`config.mk`:
```
export PLATFORM = sky130hd
export DESIGN_NAME = wb_stage
export DESIGN_NICKNAME = d
export VERILOG_FILES = /design/src/rtl/wb_stage_pkg.sv /design/src/rtl/wb_stage_hilo_reg.sv /design/src/rtl/wb_stage.sv
export SDC_FILE = /design/constraint.sdc
export NUM_CORES = 1
export LEC_CHECK = 0
export BUFFER_PORTS_ARGS = -buffer_cell sky130_fd_sc_hd__buf_4
export CORE_AREA = 5 5 233 235
export DETAILED_ROUTE_END_ITERATION = 8
export DIE_AREA = 0 0 238 240
export MAX_ROUTING_LAYER = met4
export SYNTH_ARGS = -nofsm -noshare
export SYNTH_HDL_FRONTEND = slang
export SYNTH_SLANG_ARGS = --single-unit
```
`constraint.sdc`:
```
create_clock -name clk -period 3.02 [get_ports clk]
set_input_delay 0.604 -clock clk [delete_from_list [all_inputs] [get_ports clk]]
set_output_delay 0.604 -clock clk [all_outputs]
set_load 0.05 [all_outputs]
```
`src/rtl/wb_stage_pkg.sv`:
```
// Shared encodings for the write-back stage: GPR write source select and
// HI/LO source select. The decoder uses the same constants.
package wb_stage_pkg;

  typedef enum logic [2:0] {
    RD_SEL_ALU    = 3'd0,
    RD_SEL_DMEM   = 3'd1,
    RD_SEL_NPC    = 3'd2,
    RD_SEL_CLZ    = 3'd3,
    RD_SEL_HI     = 3'd4,
    RD_SEL_LO     = 3'd5,
    RD_SEL_MUL_LO = 3'd6,
    RD_SEL_CP0    = 3'd7
  } rd_sel_e;

  typedef enum logic [1:0] {
    HILO_SEL_RS    = 2'd0,
    HILO_SEL_MUL   = 2'd1,
    HILO_SEL_DIV   = 2'd2,
    HILO_SEL_CARRY = 2'd3
  } hilo_sel_e;

endpackage

```
`src/rtl/wb_stage_hilo_reg.sv`:
```
// One architectural HI or LO register: source mux, gated write, sync reset,
// and a bypass output showing the value after the current WB instruction.
module hilo_reg #(
  parameter int DATA_W = 32
) (
  input  logic              clk,
  input  logic              rst,
  input  logic              ena,
  input  logic              wena,
  input  logic [1:0]        sel,
  input  logic [DATA_W-1:0] rs_data,
  input  logic [DATA_W-1:0] mul_data,
  input  logic [DATA_W-1:0] div_data,
  input  logic [DATA_W-1:0] carry_data,
  output logic [DATA_W-1:0] q,
  output logic [DATA_W-1:0] fwd
);
  import wb_stage_pkg::*;

  logic [DATA_W-1:0] val_q;
  logic [DATA_W-1:0] val_d;
  logic [DATA_W-1:0] src_sel;

  always_comb begin
    src_sel = carry_data;
    case (hilo_sel_e'(sel))
      HILO_SEL_RS:    src_sel = rs_data;
      HILO_SEL_MUL:   src_sel = mul_data;
      HILO_SEL_DIV:   src_sel = div_data;
      HILO_SEL_CARRY: src_sel = carry_data;
      default:        src_sel = carry_data;
    endcase
  end

  // The next-state value doubles as the bypass: it already reflects this write.
  assign val_d = (ena & wena) ? src_sel : val_q;

  always_ff @(posedge clk) begin
    if (rst) val_q <= '0;
    else     val_q <= val_d;
  end

  assign q   = val_q;
  assign fwd = val_d;

endmodule

```
`src/rtl/wb_stage.sv`:
```
// Write-back stage: selects the GPR write-back value, owns HI/LO and counts
// retired instructions (cycles with a valid WB slot).
module wb_stage #(
  parameter int DATA_W = 32,
  parameter int CNT_W  = 32
) (
  input  logic              clk,
  input  logic              rst,
  input  logic              ena,
  input  logic [DATA_W-1:0] npc,
  input  logic [DATA_W-1:0] rs_data,
  input  logic [2:0]        rd_sel,
  input  logic [4:0]        rd_waddr,
  input  logic              rd_wena,
  input  logic [DATA_W-1:0] hi_data,
  input  logic [DATA_W-1:0] lo_data,
  input  logic              hi_wena,
  input  logic              lo_wena,
  input  logic [1:0]        hi_sel,
  input  logic [1:0]        lo_sel,
  input  logic [DATA_W-1:0] cp0_data,
  input  logic [DATA_W-1:0] alu_data,
  input  logic [DATA_W-1:0] clz_data,
  input  logic [DATA_W-1:0] mul_hi,
  input  logic [DATA_W-1:0] mul_lo,
  input  logic [DATA_W-1:0] div_r,
  input  logic [DATA_W-1:0] div_q,
  input  logic [DATA_W-1:0] dmem_data,
  output logic              rf_wena,
  output logic [4:0]        rf_waddr,
  output logic [DATA_W-1:0] rf_wdata,
  output logic [DATA_W-1:0] hi_q,
  output logic [DATA_W-1:0] lo_q,
  output logic [DATA_W-1:0] hi_fwd,
  output logic [DATA_W-1:0] lo_fwd,
  output logic [CNT_W-1:0]  retire_cnt
);
  import wb_stage_pkg::*;

  logic [CNT_W-1:0] cnt_q;
  logic [CNT_W-1:0] cnt_d;

  hilo_reg #(.DATA_W(DATA_W)) u_hi (
    .clk(clk), .rst(rst), .ena(ena), .wena(hi_wena), .sel(hi_sel),
    .rs_data(rs_data), .mul_data(mul_hi), .div_data(div_r), .carry_data(hi_data),
    .q(hi_q), .fwd(hi_fwd)
  );

  hilo_reg #(.DATA_W(DATA_W)) u_lo (
    .clk(clk), .rst(rst), .ena(ena), .wena(lo_wena), .sel(lo_sel),
    .rs_data(rs_data), .mul_data(mul_lo), .div_data(div_q), .carry_data(lo_data),
    .q(lo_q), .fwd(lo_fwd)
  );

  // MFHI/MFLO read the registered value, never the same-cycle bypass.
  always_comb begin
    rf_wdata = alu_data;
    case (rd_sel_e'(rd_sel))
      RD_SEL_ALU:    rf_wdata = alu_data;
      RD_SEL_DMEM:   rf_wdata = dmem_data;
      RD_SEL_NPC:    rf_wdata = npc;
      RD_SEL_CLZ:    rf_wdata = clz_data;
      RD_SEL_HI:     rf_wdata = hi_q;
      RD_SEL_LO:     rf_wdata = lo_q;
      RD_SEL_MUL_LO: rf_wdata = mul_lo;
      RD_SEL_CP0:    rf_wdata = cp0_data;
      default:       rf_wdata = alu_data;
    endcase
  end

  assign rf_wena  = ena & rd_wena & (rd_waddr != 5'd0);
  assign rf_waddr = rd_waddr;

  assign cnt_d = ena ? cnt_q + CNT_W'(1) : cnt_q;

  always_ff @(posedge clk) begin
    if (rst) cnt_q <= '0;
    else     cnt_q <= cnt_d;
  end

  assign retire_cnt = cnt_q;

endmodule
```
======== Yosys cells after proc, flatten, opt, wreduce, memory -nomap -nowiden ========
Index checks and enable logic that the tools add are counted.
storage, ports and cells
  logic and storage cells ................. 30
  output and inout bits ................... 198
  register bits ........................... 96
operators by class
  $add $sub $neg .......................... 1
  reductions and logical operators ........ 4
  bitwise gates (word level) .............. 4
  mux-type cells .......................... 5
  eq/ne operators ......................... 13
operators by type and width
  kind                                                 count
  case mux 32 bit (4 select lines)                     2
  case mux 32 bit (8 select lines)                     1
  two-way mux 32 bit                                   2
  adder 32 x 1 -> 32 bit, second input constant        1
  equality test 3 bit, second input constant           4
  equality test 2 bit, second input constant           4
  equality test 3 x 2 -> 1 bit, second input constant  2
  nonzero test 5 bit                                   1
  bitwise AND 1 bit                                    4
  equality test 2 x 1 -> 1 bit, second input constant  2
  zero test 2 bit                                      2
  equality test 3 x 1 -> 1 bit, second input constant  1
  zero test 3 bit                                      1

======== Logic depth before layout (Yosys ltp) ========
Gate-level depths: netlist of the first run.
  word-level depth ........................ 3
  gate-level depth with buffers ........... 8

======== Hierarchy ========
Synthesis of the first run repeated with hierarchy kept, for this count alone.
unflattened totals
  cell total of the unflattened synthesis .. 1,015
  area, all modules ....................... 8,519.4 um^2
by module, submodules not included
  module    cells an instance  instances  area an instance (um^2)  seq. area each (um^2)
  hilo_reg  282                2          2,404.8                  640.6
  wb_stage  451                1          3,709.8                  640.6

======== Worst setup path before layout of the first run ========
Ideal clock, no wire load.
  kind .................................... input to output
  start point ............................. input port rd_sel[2]
  end point ............................... output port rf_wdata[6]
  arrival time ............................ 2.776 ns
  stages .................................. 7
  buffers on the path ..................... 3
  setup slack ............................. -0.360 ns
  cells stage by stage .................... clkbuf_1 -> inv_1 -> clkbuf_1 -> clkbuf_1 -> a2bb2oi_1 -> o22ai_1 -> o21ai_0
on the way
  word-level cells in the longest chain between the ends .. 2
  elaborated cells on any way between the ends .. 9
  those cells by class .................... 7 x eq/ne; 1 x mux; 1 x reduce/logical
RTL lines
  item                                         RTL line        RTL
  start: declaration                           wb_stage.sv:12  input logic [2:0] rd_sel,
  equality test 3 bit (tied with other cells)  wb_stage.sv:58  case (rd_sel_e'(rd_sel))
  case mux 32 bit (8 select lines) (*)         wb_stage.sv:58
  end: declaration                             wb_stage.sv:31  output logic [DATA_W-1:0] rf_wdata,
Mark *: on every way between the ends. The rest lies on a longest branch, timed or not.

======== Worst setup path in the final report of the first run ========
  start point ............................. input port rd_sel[0]
  end point ............................... output port rf_wdata[21]
Same word-level chain as after synthesis.

==> impl_metrics.xml, run 1 <==
<?xml version="1.0" encoding="UTF-8"?>
<metrics>
  <group name="power">
    <metric name="power_per_cell_area" unit="nW/um^2">372.8</metric>
    <metric name="max-vdd-ir-drop" unit="mV">0.2463</metric>
    <metric name="p_leak" unit="nW">5.993</metric>
    <metric name="switching_share_of_power" unit="%">41.50</metric>
    <metric name="p_seq_share" unit="%">27.9</metric>
    <metric name="combinationalPowerShare" unit="%">46.6</metric>
    <metric name="p_switching" unit="W">0.002066</metric>
    <metric name="internal_power_component" unit="W">0.002911</metric>
    <metric name="share_clk_of_total_power" unit="%">25.5</metric>
  </group>
  <group name="yosys">
    <metric name="sequential_to_total_area_share_from_yosys_stat" unit="%">25.48</metric>
    <metric name="netlist_area" unit="um^2">7543</metric>
    <metric name="synth_nets" unit="">1165</metric>
    <metric name="number_of_flip_flops_and_latches_in_the_synthesized_netlist" unit="">96</metric>
    <metric name="synth_area_per_cell" unit="um^2">9.900</metric>
    <metric name="count_of_yosys_warnings_during_synthesis" unit="">0</metric>
    <metric name="syn_inst" unit="">762</metric>
    <metric name="distinct_cell_type_count_of_the_synthesized_netlist" unit="">49</metric>
  </group>
  <group name="worst_setup_path">
    <metric name="critPathTopFamily" unit="">simple AND/OR/NAND/NOR gates</metric>
    <metric name="crit_arrival" unit="ns">2.26</metric>
    <metric name="cp_cell_sequence" unit="">buf_4 -&gt; inv_1 -&gt; nor2_1 -&gt; a221oi_1 -&gt; a31oi_1 -&gt; o22a_1 -&gt; buf_4</metric>
    <metric name="cp-start-kind" unit="">input pin</metric>
    <metric name="crit_fanout" unit="">7</metric>
    <metric name="critPathSlowestCell" unit="">nor2_1</metric>
    <metric name="critPathBufInv" unit="">3</metric>
    <metric name="maximum_single_stage_delay_on_the_critical_path" unit="ns">0.71</metric>
    <metric name="cp_common_cell" unit="">buf_4</metric>
    <metric name="worstPathRequired" unit="ns">2.42</metric>
    <metric name="worstSetupEndpointType" unit="">primary output</metric>
    <metric name="crit_type" unit="">input pin to primary output</metric>
  </group>
  <group name="floorplan">
    <metric name="core" unit="um^2">52020</metric>
    <metric name="fp.dieArea" unit="um^2">57120</metric>
    <metric name="die_h" unit="um">240</metric>
    <metric name="num_io_pins" unit="">600</metric>
    <metric name="initial_utilization" unit="%">14.50</metric>
    <metric name="row_count" unit="">84</metric>
    <metric name="die_width" unit="um">238</metric>
  </group>
  <group name="route">
    <metric name="average_detailed_routed_wire_length_per_instance" unit="um">25.04</metric>
    <metric name="via_count" unit="">9082</metric>
    <metric name="routed_via_density" unit="">4.465</metric>
    <metric name="final_antenna_net_count" unit="">0</metric>
    <metric name="drc" unit="">0</metric>
    <metric name="route.final.wire_length" unit="mm">50.94</metric>
    <metric name="drtPass1Iterations" unit="">6</metric>
    <metric name="first_iter_violations" unit="">483</metric>
  </group>
  <group name="timing">
    <metric name="post-route-worst-setup-slack" unit="ns">0.1602</metric>
    <metric name="final.setup.tns" unit="ns">0</metric>
    <metric name="transition_time_at_the_pin_with_the_least_slew_margin" unit="ns">0.9546</metric>
    <metric name="slew_viol_final" unit="">0</metric>
    <metric name="fmaxAchievable" unit="MHz">349.7</metric>
    <metric name="finalSetupViolations" unit="">0</metric>
    <metric name="max-slew-margin-rel" unit="%">36.12</metric>
    <metric name="hold-worst-slack" unit="ns">0.5087</metric>
    <metric name="timing.clock.skew" unit="ns">0.02072</metric>
    <metric name="report.final.hold_viol_count" unit="">0</metric>
    <metric name="grt_setup_unrepaired" unit="">false</metric>
    <metric name="min_period" unit="ns">2.860</metric>
    <metric name="final_period_utilization" unit="%">94.70</metric>
  </group>
  <group name="clock_network">
    <metric name="post_cts_setup_buffers" unit="">0</metric>
    <metric name="worstSkewPairLatency" unit="ns">0.40</metric>
    <metric name="worst_setup_hold_path_clk_slew" unit="ns">0.09</metric>
    <metric name="cts_hold_buffers" unit="">0</metric>
    <metric name="root_driver" unit="">clkbuf_16</metric>
    <metric name="cts_buffers" unit="">9</metric>
    <metric name="clock_tree_from_tritoncts" unit="">yes</metric>
    <metric name="h-tree-depth" unit="">3</metric>
    <metric name="cts_sinks" unit="">96</metric>
    <metric name="post_cts_resize_count" unit="">0</metric>
    <metric name="max-clock-path-buffers" unit="">2</metric>
  </group>
  <group name="finish">
    <metric name="layout.filler_cells" unit="">5605</metric>
    <metric name="drive_above_1_share" unit="%">60.67</metric>
    <metric name="final_net_count" unit="">1743</metric>
    <metric name="fin_util" unit="%">25.66</metric>
    <metric name="synthToLayoutAreaGrowth" unit="%">77.00</metric>
    <metric name="stdcell_count" unit="">2034</metric>
  </group>
  <group name="flow_run">
    <metric name="number_of_max_capacitance_violations_reported" unit="">0</metric>
  </group>
  <group name="global_route">
    <metric name="gr-usage-all-layers" unit="%">17.17</metric>
    <metric name="antenna_found_initial" unit="">3</metric>
    <metric name="grt_overflow" unit="">0</metric>
    <metric name="grt_pass1_wl" unit="mm">68.41</metric>
    <metric name="via_count_of_the_first_global_routing_pass" unit="">9602</metric>
    <metric name="pin_count_of_the_biggest_net_entering_global_routing" unit="">63</metric>
  </group>
  <group name="hold_path">
    <metric name="hold_wc_path_type" unit="">flip-flop to flip-flop</metric>
  </group>
  <group name="place">
    <metric name="placement.setup.worst_slack" unit="ns">0.1265</metric>
    <metric name="buffer_ports.inserted" unit="">599</metric>
    <metric name="dp_hpwl" unit="mm">42.28</metric>
    <metric name="dpl.cell_count" unit="">2017</metric>
    <metric name="globalplace.congestion" unit="">0.9480</metric>
  </group>
  <group name="status">
    <metric name="status" unit="">complete, no violations</metric>
  </group>
</metrics>
## per-stage QoR
step	area, um^2	power (W)
floorplan	7551	0.002689
global placement	13060	0.003739
detailed placement	13060	0.003751
CTS	13350	0.005058
global route	13350	0.005189
finish	13350	0.004977
## registers in the layout, indices dropped and copies added, names as in the netlist
register	cells
u_lo.q	32
retire_cnt	32
u_hi.q	32
## per-layer routing
| metal | global-route usage (%) | routed length (um) | vias to the layer above |
|---|---|---|---|
| met2 | 27.93 | 24120 | 546 |
| met3 | 5.357 | 4777 | 73 |
| met1 | 20.24 | 20360 | 4435 |
| met4 | 5.896 | 1674 | 0 |
| li1 | - | - | 4028 |
| met5 | - | 0 | - |
## Yosys cell counts (all sizes together)
cell type	count	area share [%]
inv	9	0.45
a311oi	1	0.12
a22o	3	0.35
o22a	7	0.81
nand3	21	1.5
o31ai	1	0.10
o21a	5	0.50
a31oi	2	0.17
nor3	7	0.46
clkbuf	41	2.0
mux4	81	24
and2	3	0.25
a21oi	11	0.73
mux2	68	10
or4	1	0.10
nand4	15	1.3
nand2b	1	0.083
o21ai	32	2.1
a211oi	3	0.30
a221oi	10	1.2
nor2	53	2.6
or2	1	0.083
buf	30	2.0
o221ai	8	0.93
o22ai	15	1.2
nand2	75	3.7
mux2i	35	4.6
a21boi	5	0.50
o311a	1	0.13
nor4	4	0.53
xor2	14	1.6
dfxtp	96	25
a2bb2oi	5	0.58
ha	1	0.17
nor2b	65	5.4
a22oi	1	0.10
xnor2	14	1.6
and4	3	0.36
o2bb2ai	5	0.58
or3	3	0.27
and3	5	0.41
a222oi	1	0.13
## cells by family (layout without fill, tap and decap cells)
family / Yosys count / count (layout) / share of synthesized area [%]
simple gates: 257 / 257 / 17.10
flops: 96 / 96 / 25.48
xor+xnor: 28 / 28 / 3.251
mux: 184 / 184 / 38.98
fa+ha+maj: 1 / 1 / 0.1658
buf+inv: 80 / 663 / 4.478
compound gates: 116 / 116 / 10.55
other cells: 0 / 1 / 0
## cell type report
type | instances | area, um^2 | area share, %
Clock buffer | 10 | 239.0 | 1.790
Clock inverter | 6 | 55.05 | 0.4123
Inverter | 9 | 33.78 | 0.2530
Tap cell | 688 | 860.8 | 6.447
Multi-Input combinational cell | 586 | 5299 | 39.69
Antenna cell | 1 | 2.502 | 0.01874
Sequential cell | 96 | 1922 | 14.39
Timing Repair Buffer | 638 | 4940 | 37.00
## cells in the final DEF, fill, tap and decap left out, types with 8 or more instances in the layout
master | netlist | final
buf_4 | 5 | 626
dfxtp_1 | 96 | 96
mux4_2 | 81 | 81
nand2_1 | 75 | 73
mux2_2 | 68 | 68
nor2b_1 | 65 | 64
nor2_1 | 53 | 53
mux2i_1 | 35 | 33
o21ai_0 | 32 | 24
nand3_1 | 20 | 20
o22ai_1 | 15 | 15
nand4_1 | 14 | 14
xnor2_1 | 14 | 14
xor2_1 | 14 | 14
buf_12 | 0 | 12
a21oi_1 | 11 | 11
a221oi_1 | 10 | 10
clkbuf_16 | 0 | 9
o221ai_1 | 8 | 8
o21ai_1 | 0 | 8
## power by group through the flow
stage / sequential, W / clock, W / combinational (W)
after floorplan: 0.00157 / 0 / 0.00112
after global placement: 0.00142 / 0 / 0.00232
after detailed placement: 0.00142 / 0 / 0.00233
after CTS: 0.00139 / 0.00133 / 0.00234
after global routing: 0.00140 / 0.00137 / 0.00242
final: 0.00139 / 0.00127 / 0.00232
## worst paths after layout
check	from	end	slack, ns	cells after the start
worst min-delay path	retire_cnt[28]$_SDFFE_PP0P_	retire_cnt[28]$_SDFFE_PP0P_	0.51	2
worst max-delay path	rd_sel[0]	rf_wdata[21]	0.16	7
worst min register to register	retire_cnt[28]$_SDFFE_PP0P_	retire_cnt[28]$_SDFFE_PP0P_	0.51	2
worst max register to register	retire_cnt[3]$_SDFFE_PP0P_	retire_cnt[28]$_SDFFE_PP0P_	1.16	5
## tightest hold or removal path, cell delays in order (launching register included)
cell and delay [ns]:
dfxtp_1 0.34, o31ai_1 0.07, a21oi_1 0.06
Note: power is estimated with default switching activity, not from simulation.
==> run 2: changes to the inputs <==
--- a/config.mk
+++ b/config.mk
@@ -7,3 +7,3 @@
 export LEC_CHECK = 0
-export BUFFER_PORTS_ARGS = -buffer_cell sky130_fd_sc_hd__buf_4
+export BUFFER_PORTS_ARGS = -buffer_cell sky130_fd_sc_hd__buf_2
 export CORE_AREA = 5 5 233 235
==> constraint.sdc (replaced) <==
create_clock -name clk -period 3.02 [get_ports clk]
set_input_delay 0.906 -clock clk [delete_from_list [all_inputs] [get_ports clk]]
set_output_delay 0.906 -clock clk [all_outputs]
set_load 0.05 [all_outputs]
==> run 2 against run 1 <==
  * Setup slack worse by 0.32 ns
  * Critical endpoint is now hi_fwd[5]
  * Core utilization increased by 2.2 points
  * Non-clock buffer count up 77
  * The flow now finishes with violations (negative setup slack)
  * Combinational power rose by 15%
  * Sequential share of layout area decreased by 1.2 points
  * Critical path type unchanged
==> impl_metrics.xml, run 2 (synthesis results as in run 1) <==
<?xml version="1.0" encoding="UTF-8"?>
<metrics>
  <group name="status">
    <metric name="status" unit="">finished, violations left</metric>
    <metric name="failed_checks" unit="">negative setup slack</metric>
  </group>
  <group name="timing">
    <metric name="transition_time_at_the_pin_with_the_least_slew_margin" unit="ns">0.6534</metric>
    <metric name="grt_setup_unrepaired" unit="">true</metric>
    <metric name="finalSetupViolations" unit="">72</metric>
    <metric name="report.final.hold_viol_count" unit="">0</metric>
    <metric name="timing.clock.skew" unit="ns">0.006769</metric>
    <metric name="post-route-worst-setup-slack" unit="ns">-0.1564</metric>
    <metric name="final_period_utilization" unit="%">105.2</metric>
    <metric name="max-slew-margin-rel" unit="%">56.44</metric>
    <metric name="final.setup.tns" unit="ns">-5.622</metric>
    <metric name="slew_viol_final" unit="">0</metric>
    <metric name="fmaxAchievable" unit="MHz">314.8</metric>
    <metric name="min_period" unit="ns">3.176</metric>
  </group>
  <group name="worst_setup_path">
    <metric name="ff2ff_path_depth" unit="">5</metric>
    <metric name="crit_arrival" unit="ns">2.27</metric>
    <metric name="regToRegEndpoint" unit="">retire_cnt[28]$_SDFFE_PP0P_</metric>
    <metric name="crit_fanout" unit="">6</metric>
    <metric name="cp-start-kind" unit="">input pin</metric>
    <metric name="r2r_slack" unit="ns">1.07</metric>
    <metric name="worstPathRequired" unit="ns">2.11</metric>
    <metric name="cp-startpoint" unit="">hi_sel[1]</metric>
    <metric name="crit_type" unit="">input pin to primary output</metric>
    <metric name="critPathCapture" unit="">hi_fwd[5]</metric>
    <metric name="worstSetupEndpointType" unit="">primary output</metric>
    <metric name="crit-reg2reg-launch" unit="">retire_cnt[8]$_SDFFE_PP0P_</metric>
  </group>
  <group name="route">
    <metric name="route.final.wire_length" unit="mm">52.74</metric>
    <metric name="drc" unit="">0</metric>
    <metric name="final_antenna_net_count" unit="">0</metric>
    <metric name="drtPass1Iterations" unit="">5</metric>
    <metric name="routed_via_density" unit="">4.602</metric>
    <metric name="highest_layer" unit="">met4</metric>
    <metric name="dr_wl_met2" unit="mm">24.13</metric>
    <metric name="via_count" unit="">9723</metric>
    <metric name="m1WireLength" unit="mm">21.85</metric>
    <metric name="wl_met3" unit="mm">4.240</metric>
    <metric name="first_iter_violations" unit="">632</metric>
    <metric name="average_detailed_routed_wire_length_per_instance" unit="um">24.96</metric>
  </group>
  <group name="finish">
    <metric name="layout.cells.most_common_list" unit="">buf_2 (499), dfxtp_1 (96), buf_6 (84)</metric>
    <metric name="synthToLayoutAreaGrowth" unit="%">92.50</metric>
    <metric name="multi_input_comb_area" unit="um^2">6057</metric>
    <metric name="layout.filler_cells" unit="">5426</metric>
    <metric name="finish.instance_area" unit="um^2">14520</metric>
    <metric name="drive_above_1_share" unit="%">68.64</metric>
    <metric name="final_net_count" unit="">1820</metric>
    <metric name="final_common_cell" unit="">buf_2</metric>
    <metric name="area.sequential" unit="um^2">1922</metric>
  </group>
  <group name="power">
    <metric name="p_leak" unit="nW">6.724</metric>
    <metric name="power_per_cell_area" unit="nW/um^2">369.3</metric>
    <metric name="max-vdd-ir-drop" unit="mV">0.2495</metric>
  </group>
  <group name="clock_network">
    <metric name="h-tree-depth" unit="">3</metric>
    <metric name="cts_buffers" unit="">9</metric>
    <metric name="cts_hold_buffers" unit="">0</metric>
    <metric name="worstSkewPairLatency" unit="ns">0.38</metric>
    <metric name="cts_sinks" unit="">96</metric>
    <metric name="max-clock-path-buffers" unit="">2</metric>
    <metric name="worst_setup_hold_path_clk_slew" unit="ns">0.08</metric>
    <metric name="root_driver" unit="">clkbuf_16</metric>
    <metric name="clock_tree_from_tritoncts" unit="">yes</metric>
  </group>
  <group name="global_route">
    <metric name="grt_pass1_wl" unit="mm">71.10</metric>
    <metric name="antenna_found_initial" unit="">4</metric>
    <metric name="gr-usage-all-layers" unit="%">17.66</metric>
    <metric name="pin_count_of_the_biggest_net_entering_global_routing" unit="">53</metric>
    <metric name="via_count_of_the_first_global_routing_pass" unit="">10340</metric>
    <metric name="grt_overflow" unit="">0</metric>
  </group>
  <group name="flow_run">
    <metric name="number_of_max_capacitance_violations_reported" unit="">0</metric>
  </group>
  <group name="floorplan">
    <metric name="initial_utilization" unit="%">14.50</metric>
    <metric name="core" unit="um^2">52020</metric>
    <metric name="die_h" unit="um">240</metric>
    <metric name="row_count" unit="">84</metric>
    <metric name="die_width" unit="um">238</metric>
    <metric name="fp.dieArea" unit="um^2">57120</metric>
    <metric name="num_io_pins" unit="">600</metric>
  </group>
  <group name="place">
    <metric name="globalplace.congestion" unit="">1.087</metric>
    <metric name="dp_hpwl" unit="mm">40.52</metric>
    <metric name="buffer_ports.inserted" unit="">599</metric>
    <metric name="placement.cell_area" unit="um^2">12560</metric>
  </group>
  <group name="hold_path">
    <metric name="hold_wc_path_type" unit="">flip-flop to flip-flop</metric>
  </group>
</metrics>
==> run 2: cell count changes in the layout (fill, tap and decap cells not counted), moves of 20 or more <==
cell    delta
buf_12    +20
buf_2    +499
buf_4    -560
buf_6     +84
mux2_2    -63
mux2_4    +63
==> run 2: how the worst min path moves through the flow <==
stage,from,endpoint,slack (ns),cells past startpoint
4_1_cts,retire_cnt[28]$_SDFFE_PP0P_,retire_cnt[28]$_SDFFE_PP0P_,0.53,2
5_1_grt,retire_cnt[28]$_SDFFE_PP0P_,retire_cnt[28]$_SDFFE_PP0P_,0.58,2
2_1_floorplan,retire_cnt[28]$_SDFFE_PP0P_,retire_cnt[28]$_SDFFE_PP0P_,0.72,2
3_5_place_dp,retire_cnt[31]$_SDFFE_PP0P_,retire_cnt[31]$_SDFFE_PP0P_,0.51,2
3_3_place_gp,retire_cnt[28]$_SDFFE_PP0P_,retire_cnt[28]$_SDFFE_PP0P_,0.49,2
6_report,retire_cnt[28]$_SDFFE_PP0P_,retire_cnt[28]$_SDFFE_PP0P_,0.53,2
==> run 2: area by class of cell <==
cell class,instances,area share [%]
Timing Repair Buffer,715,36.57
Inverter,9,0.3360
Tap cell,688,5.928
Antenna cell,3,0.05170
Clock buffer,9,1.551
Sequential cell,96,13.23
Clock inverter,7,0.6204
Multi-Input combinational cell,586,41.71
==> run 2: timing repair <==
item | CTS | global route
endpoints found under the setup margin | 96 | 89
pin swaps | 11 | 24
gates cloned | 10 | 4
hold endpoints to repair | 0 | 0
setup buffers | 8 | 11
gates resized for setup | 261 | 87
==> run 2: worst max-delay path: stages <==
cell,delay (ns)
buf_16,0.13
buf_12,0.16
mux4_2,0.59
mux2_4,0.31
buf_6,0.15
==> run 2: report_power, final <==
part           leakage (nW)  switching [W]  internal [W]
clock                 0.147       0.000650      0.000662
combinational          5.80        0.00149       0.00117
sequential            0.782      0.0000692       0.00132
==> run 2: metrics by stage <==
| stage | cells | setup WS, ns | util [%] | hold slack [ns] | total power (W) |
|---|---|---|---|---|---|
| floorplan | 762 | -0.1103 | - | 0.7158 | 0.002825 |
| global placement | 2068 | -0.4001 | 24.14 | 0.4938 | 0.003662 |
| detailed placement | 2068 | -0.3910 | 24.14 | 0.5061 | 0.003672 |
| CTS | 2099 | -0.1607 | 27.08 | 0.5291 | 0.005348 |
| global route | 2113 | -0.1590 | 27.91 | 0.5753 | 0.005568 |
| finish | 2113 | -0.1564 | 27.91 | 0.5259 | 0.005363 |
==> run 2: per-layer routing <==
layer / vias to the layer above / GRT usage (%)
li1: 4196 / -
met1: 4782 / 22.02
met2: 639 / 27.51
met3: 106 / 3.762
met4: 0 / 8.226
met5: - / -
==> run 3: changes to the inputs <==
PLACE_DENSITY = 0.35   (was default)
==> run 3 against run 2 <==
  * The flow still finishes with violations (negative setup slack)
  * Setup slack better by 0.0059 ns
  * Via count down 3.4%
  * First-iteration DRC count decreased by 45%
  * Sequential power about the same
  * Combinational power up 4%
  * Final area is 4.5% higher
  * Global-route usage rose by 1.0 points
  * Clock-buffer cell count stayed put
  * Largest power group unchanged
  * Sequential cell count unchanged
  * Fmax rose by 0.19%
==> impl_metrics.xml, run 3 (synthesis results as in run 1) <==
<?xml version="1.0" encoding="UTF-8"?>
<metrics>
  <group name="route">
    <metric name="drtPass1Iterations" unit="">5</metric>
    <metric name="m1WireLength" unit="mm">22.53</metric>
    <metric name="average_detailed_routed_wire_length_per_instance" unit="um">25.47</metric>
    <metric name="final_antenna_net_count" unit="">0</metric>
    <metric name="highest_layer" unit="">met4</metric>
    <metric name="drc" unit="">0</metric>
    <metric name="dr_wl_met2" unit="mm">26.58</metric>
    <metric name="via_count" unit="">9388</metric>
    <metric name="wl_met3" unit="mm">3.943</metric>
    <metric name="route.final.wire_length" unit="mm">54.91</metric>
    <metric name="routed_via_density" unit="">4.354</metric>
    <metric name="first_iter_violations" unit="">346</metric>
  </group>
  <group name="power">
    <metric name="power_per_cell_area" unit="nW/um^2">359.2</metric>
    <metric name="p_leak" unit="nW">7.013</metric>
    <metric name="max-vdd-ir-drop" unit="mV">0.2835</metric>
  </group>
  <group name="timing">
    <metric name="max-slew-margin-rel" unit="%">67.75</metric>
    <metric name="transition_time_at_the_pin_with_the_least_slew_margin" unit="ns">0.4838</metric>
    <metric name="hold-worst-slack" unit="ns">0.5119</metric>
    <metric name="timing.clock.skew" unit="ns">0.01386</metric>
    <metric name="min_period" unit="ns">3.171</metric>
    <metric name="grt_setup_unrepaired" unit="">true</metric>
    <metric name="fmaxAchievable" unit="MHz">315.4</metric>
    <metric name="final_period_utilization" unit="%">105.0</metric>
    <metric name="slew_viol_final" unit="">0</metric>
    <metric name="post-route-worst-setup-slack" unit="ns">-0.1505</metric>
    <metric name="report.final.hold_viol_count" unit="">0</metric>
    <metric name="finalSetupViolations" unit="">80</metric>
  </group>
  <group name="worst_setup_path">
    <metric name="maximum_single_stage_delay_on_the_critical_path" unit="ns">0.56</metric>
    <metric name="crit_type" unit="">input pin to primary output</metric>
    <metric name="critPathSlowestCell" unit="">mux4_2</metric>
    <metric name="worstSetupEndpointType" unit="">primary output</metric>
    <metric name="critPathTopFamily" unit="">multiplexers</metric>
    <metric name="crit_fanout" unit="">8</metric>
    <metric name="crit_arrival" unit="ns">2.26</metric>
    <metric name="worstPathRequired" unit="ns">2.11</metric>
    <metric name="cp_cell_sequence" unit="">buf_16 -&gt; buf_16 -&gt; mux4_2 -&gt; mux2_4 -&gt; buf_8</metric>
    <metric name="cp-start-kind" unit="">input pin</metric>
    <metric name="critPathBufInv" unit="">3</metric>
    <metric name="cp_common_cell" unit="">buf_16</metric>
  </group>
  <group name="place">
    <metric name="dpl.cell_count" unit="">2077</metric>
    <metric name="buffer_ports.inserted" unit="">599</metric>
    <metric name="globalplace.congestion" unit="">0.9315</metric>
    <metric name="dp_hpwl" unit="mm">43.84</metric>
  </group>
  <group name="clock_network">
    <metric name="clock_tree_from_tritoncts" unit="">yes</metric>
    <metric name="cts_hold_buffers" unit="">0</metric>
    <metric name="h-tree-depth" unit="">3</metric>
    <metric name="cts_sinks" unit="">96</metric>
    <metric name="max-clock-path-buffers" unit="">2</metric>
    <metric name="worstSkewPairLatency" unit="ns">0.40</metric>
    <metric name="root_driver" unit="">clkbuf_16</metric>
    <metric name="cts_buffers" unit="">9</metric>
    <metric name="worst_setup_hold_path_clk_slew" unit="ns">0.09</metric>
  </group>
  <group name="finish">
    <metric name="synthToLayoutAreaGrowth" unit="%">101.2</metric>
    <metric name="final_common_cell" unit="">buf_2</metric>
    <metric name="layout.filler_cells" unit="">5577</metric>
    <metric name="multi_input_comb_area" unit="um^2">6221</metric>
    <metric name="stdcell_count" unit="">2156</metric>
    <metric name="final_net_count" unit="">1854</metric>
    <metric name="layout.cells.most_common_list" unit="">buf_2 (496), dfxtp_1 (96), buf_6 (86)</metric>
    <metric name="area.sequential" unit="um^2">1922</metric>
    <metric name="drive_above_1_share" unit="%">71.36</metric>
  </group>
  <group name="status">
    <metric name="status" unit="">finished, violations left</metric>
    <metric name="failed_checks" unit="">negative setup slack</metric>
  </group>
  <group name="global_route">
    <metric name="gr-usage-all-layers" unit="%">18.71</metric>
    <metric name="antenna_found_initial" unit="">14</metric>
    <metric name="pin_count_of_the_biggest_net_entering_global_routing" unit="">57</metric>
    <metric name="via_count_of_the_first_global_routing_pass" unit="">10210</metric>
    <metric name="grt_overflow" unit="">0</metric>
    <metric name="grt_pass1_wl" unit="mm">73.81</metric>
  </group>
  <group name="floorplan">
    <metric name="die_h" unit="um">240</metric>
    <metric name="row_count" unit="">84</metric>
    <metric name="num_io_pins" unit="">600</metric>
    <metric name="die_width" unit="um">238</metric>
    <metric name="core" unit="um^2">52020</metric>
    <metric name="fp.dieArea" unit="um^2">57120</metric>
    <metric name="initial_utilization" unit="%">14.50</metric>
  </group>
  <group name="hold_path">
    <metric name="hold_wc_path_type" unit="">flip-flop to flip-flop</metric>
  </group>
  <group name="flow_run">
    <metric name="number_of_max_capacitance_violations_reported" unit="">0</metric>
  </group>
</metrics>
==> run 3: worst min-delay path: stages, from the launching register on <==
cell and delay (ns):
dfxtp_1 0.34, o31ai_1 0.07, a21oi_1 0.06
==> run 3: worst paths after layout <==
kind / startpoint / to / slack (ns) / depth (start not counted)
hold reg to reg: retire_cnt[28]$_SDFFE_PP0P_ / retire_cnt[28]$_SDFFE_PP0P_ / 0.51 / 2
setup reg to reg: retire_cnt[8]$_SDFFE_PP0P_ / retire_cnt[28]$_SDFFE_PP0P_ / 1.11 / 5
setup / recovery: hi_sel[1] / hi_fwd[5] / -0.15 / 5
hold / removal: retire_cnt[28]$_SDFFE_PP0P_ / retire_cnt[28]$_SDFFE_PP0P_ / 0.51 / 2
==> run 3: cell type report <==
type / instances / area share (%)
Tap cell: 688 / 5.671
Inverter: 9 / 0.3544
Antenna cell: 12 / 0.1978
Clock inverter: 7 / 0.5193
Timing Repair Buffer: 749 / 38.13
Multi-Input combinational cell: 586 / 40.98
Clock buffer: 9 / 1.484
Sequential cell: 96 / 12.66
==> run 3: where the power goes <==
group	leakage, nW	switching [W]	internal [W]
registers	0.782	0.0000661	0.00132
clock network	0.149	0.000703	0.000593
logic	6.08	0.00151	0.00127
==> run 3: repair_timing <==
action	CTS	global route
buffers inserted	19	25
cloned	8	3
pin swaps	22	49
resized for setup	316	130
endpoints found under the setup margin	96	95
==> run 3: per-layer routing <==
layer,vias up,track usage [%]
met4,0,7.130
met3,77,4.783
li1,4284,-
met1,4586,22.56
met2,441,30.25
met5,-,-
==> run 3: per-stage QoR <==
stage / setup slack [ns] / util, % / instance area [um^2] / TNS [ns] / total power, W
floorplan: -0.1103 / - / 8120 / -0.2317 / 0.002825
global placement: -0.3746 / 24.26 / 12620 / -17.22 / 0.003696
detailed placement: -0.3433 / 24.26 / 12620 / -17.60 / 0.003694
CTS: -0.1590 / 27.62 / 14370 / -5.772 / 0.005404
global route: -0.1721 / 29.17 / 15180 / -8.125 / 0.005708
finish: -0.1505 / 29.18 / 15180 / -4.742 / 0.005453
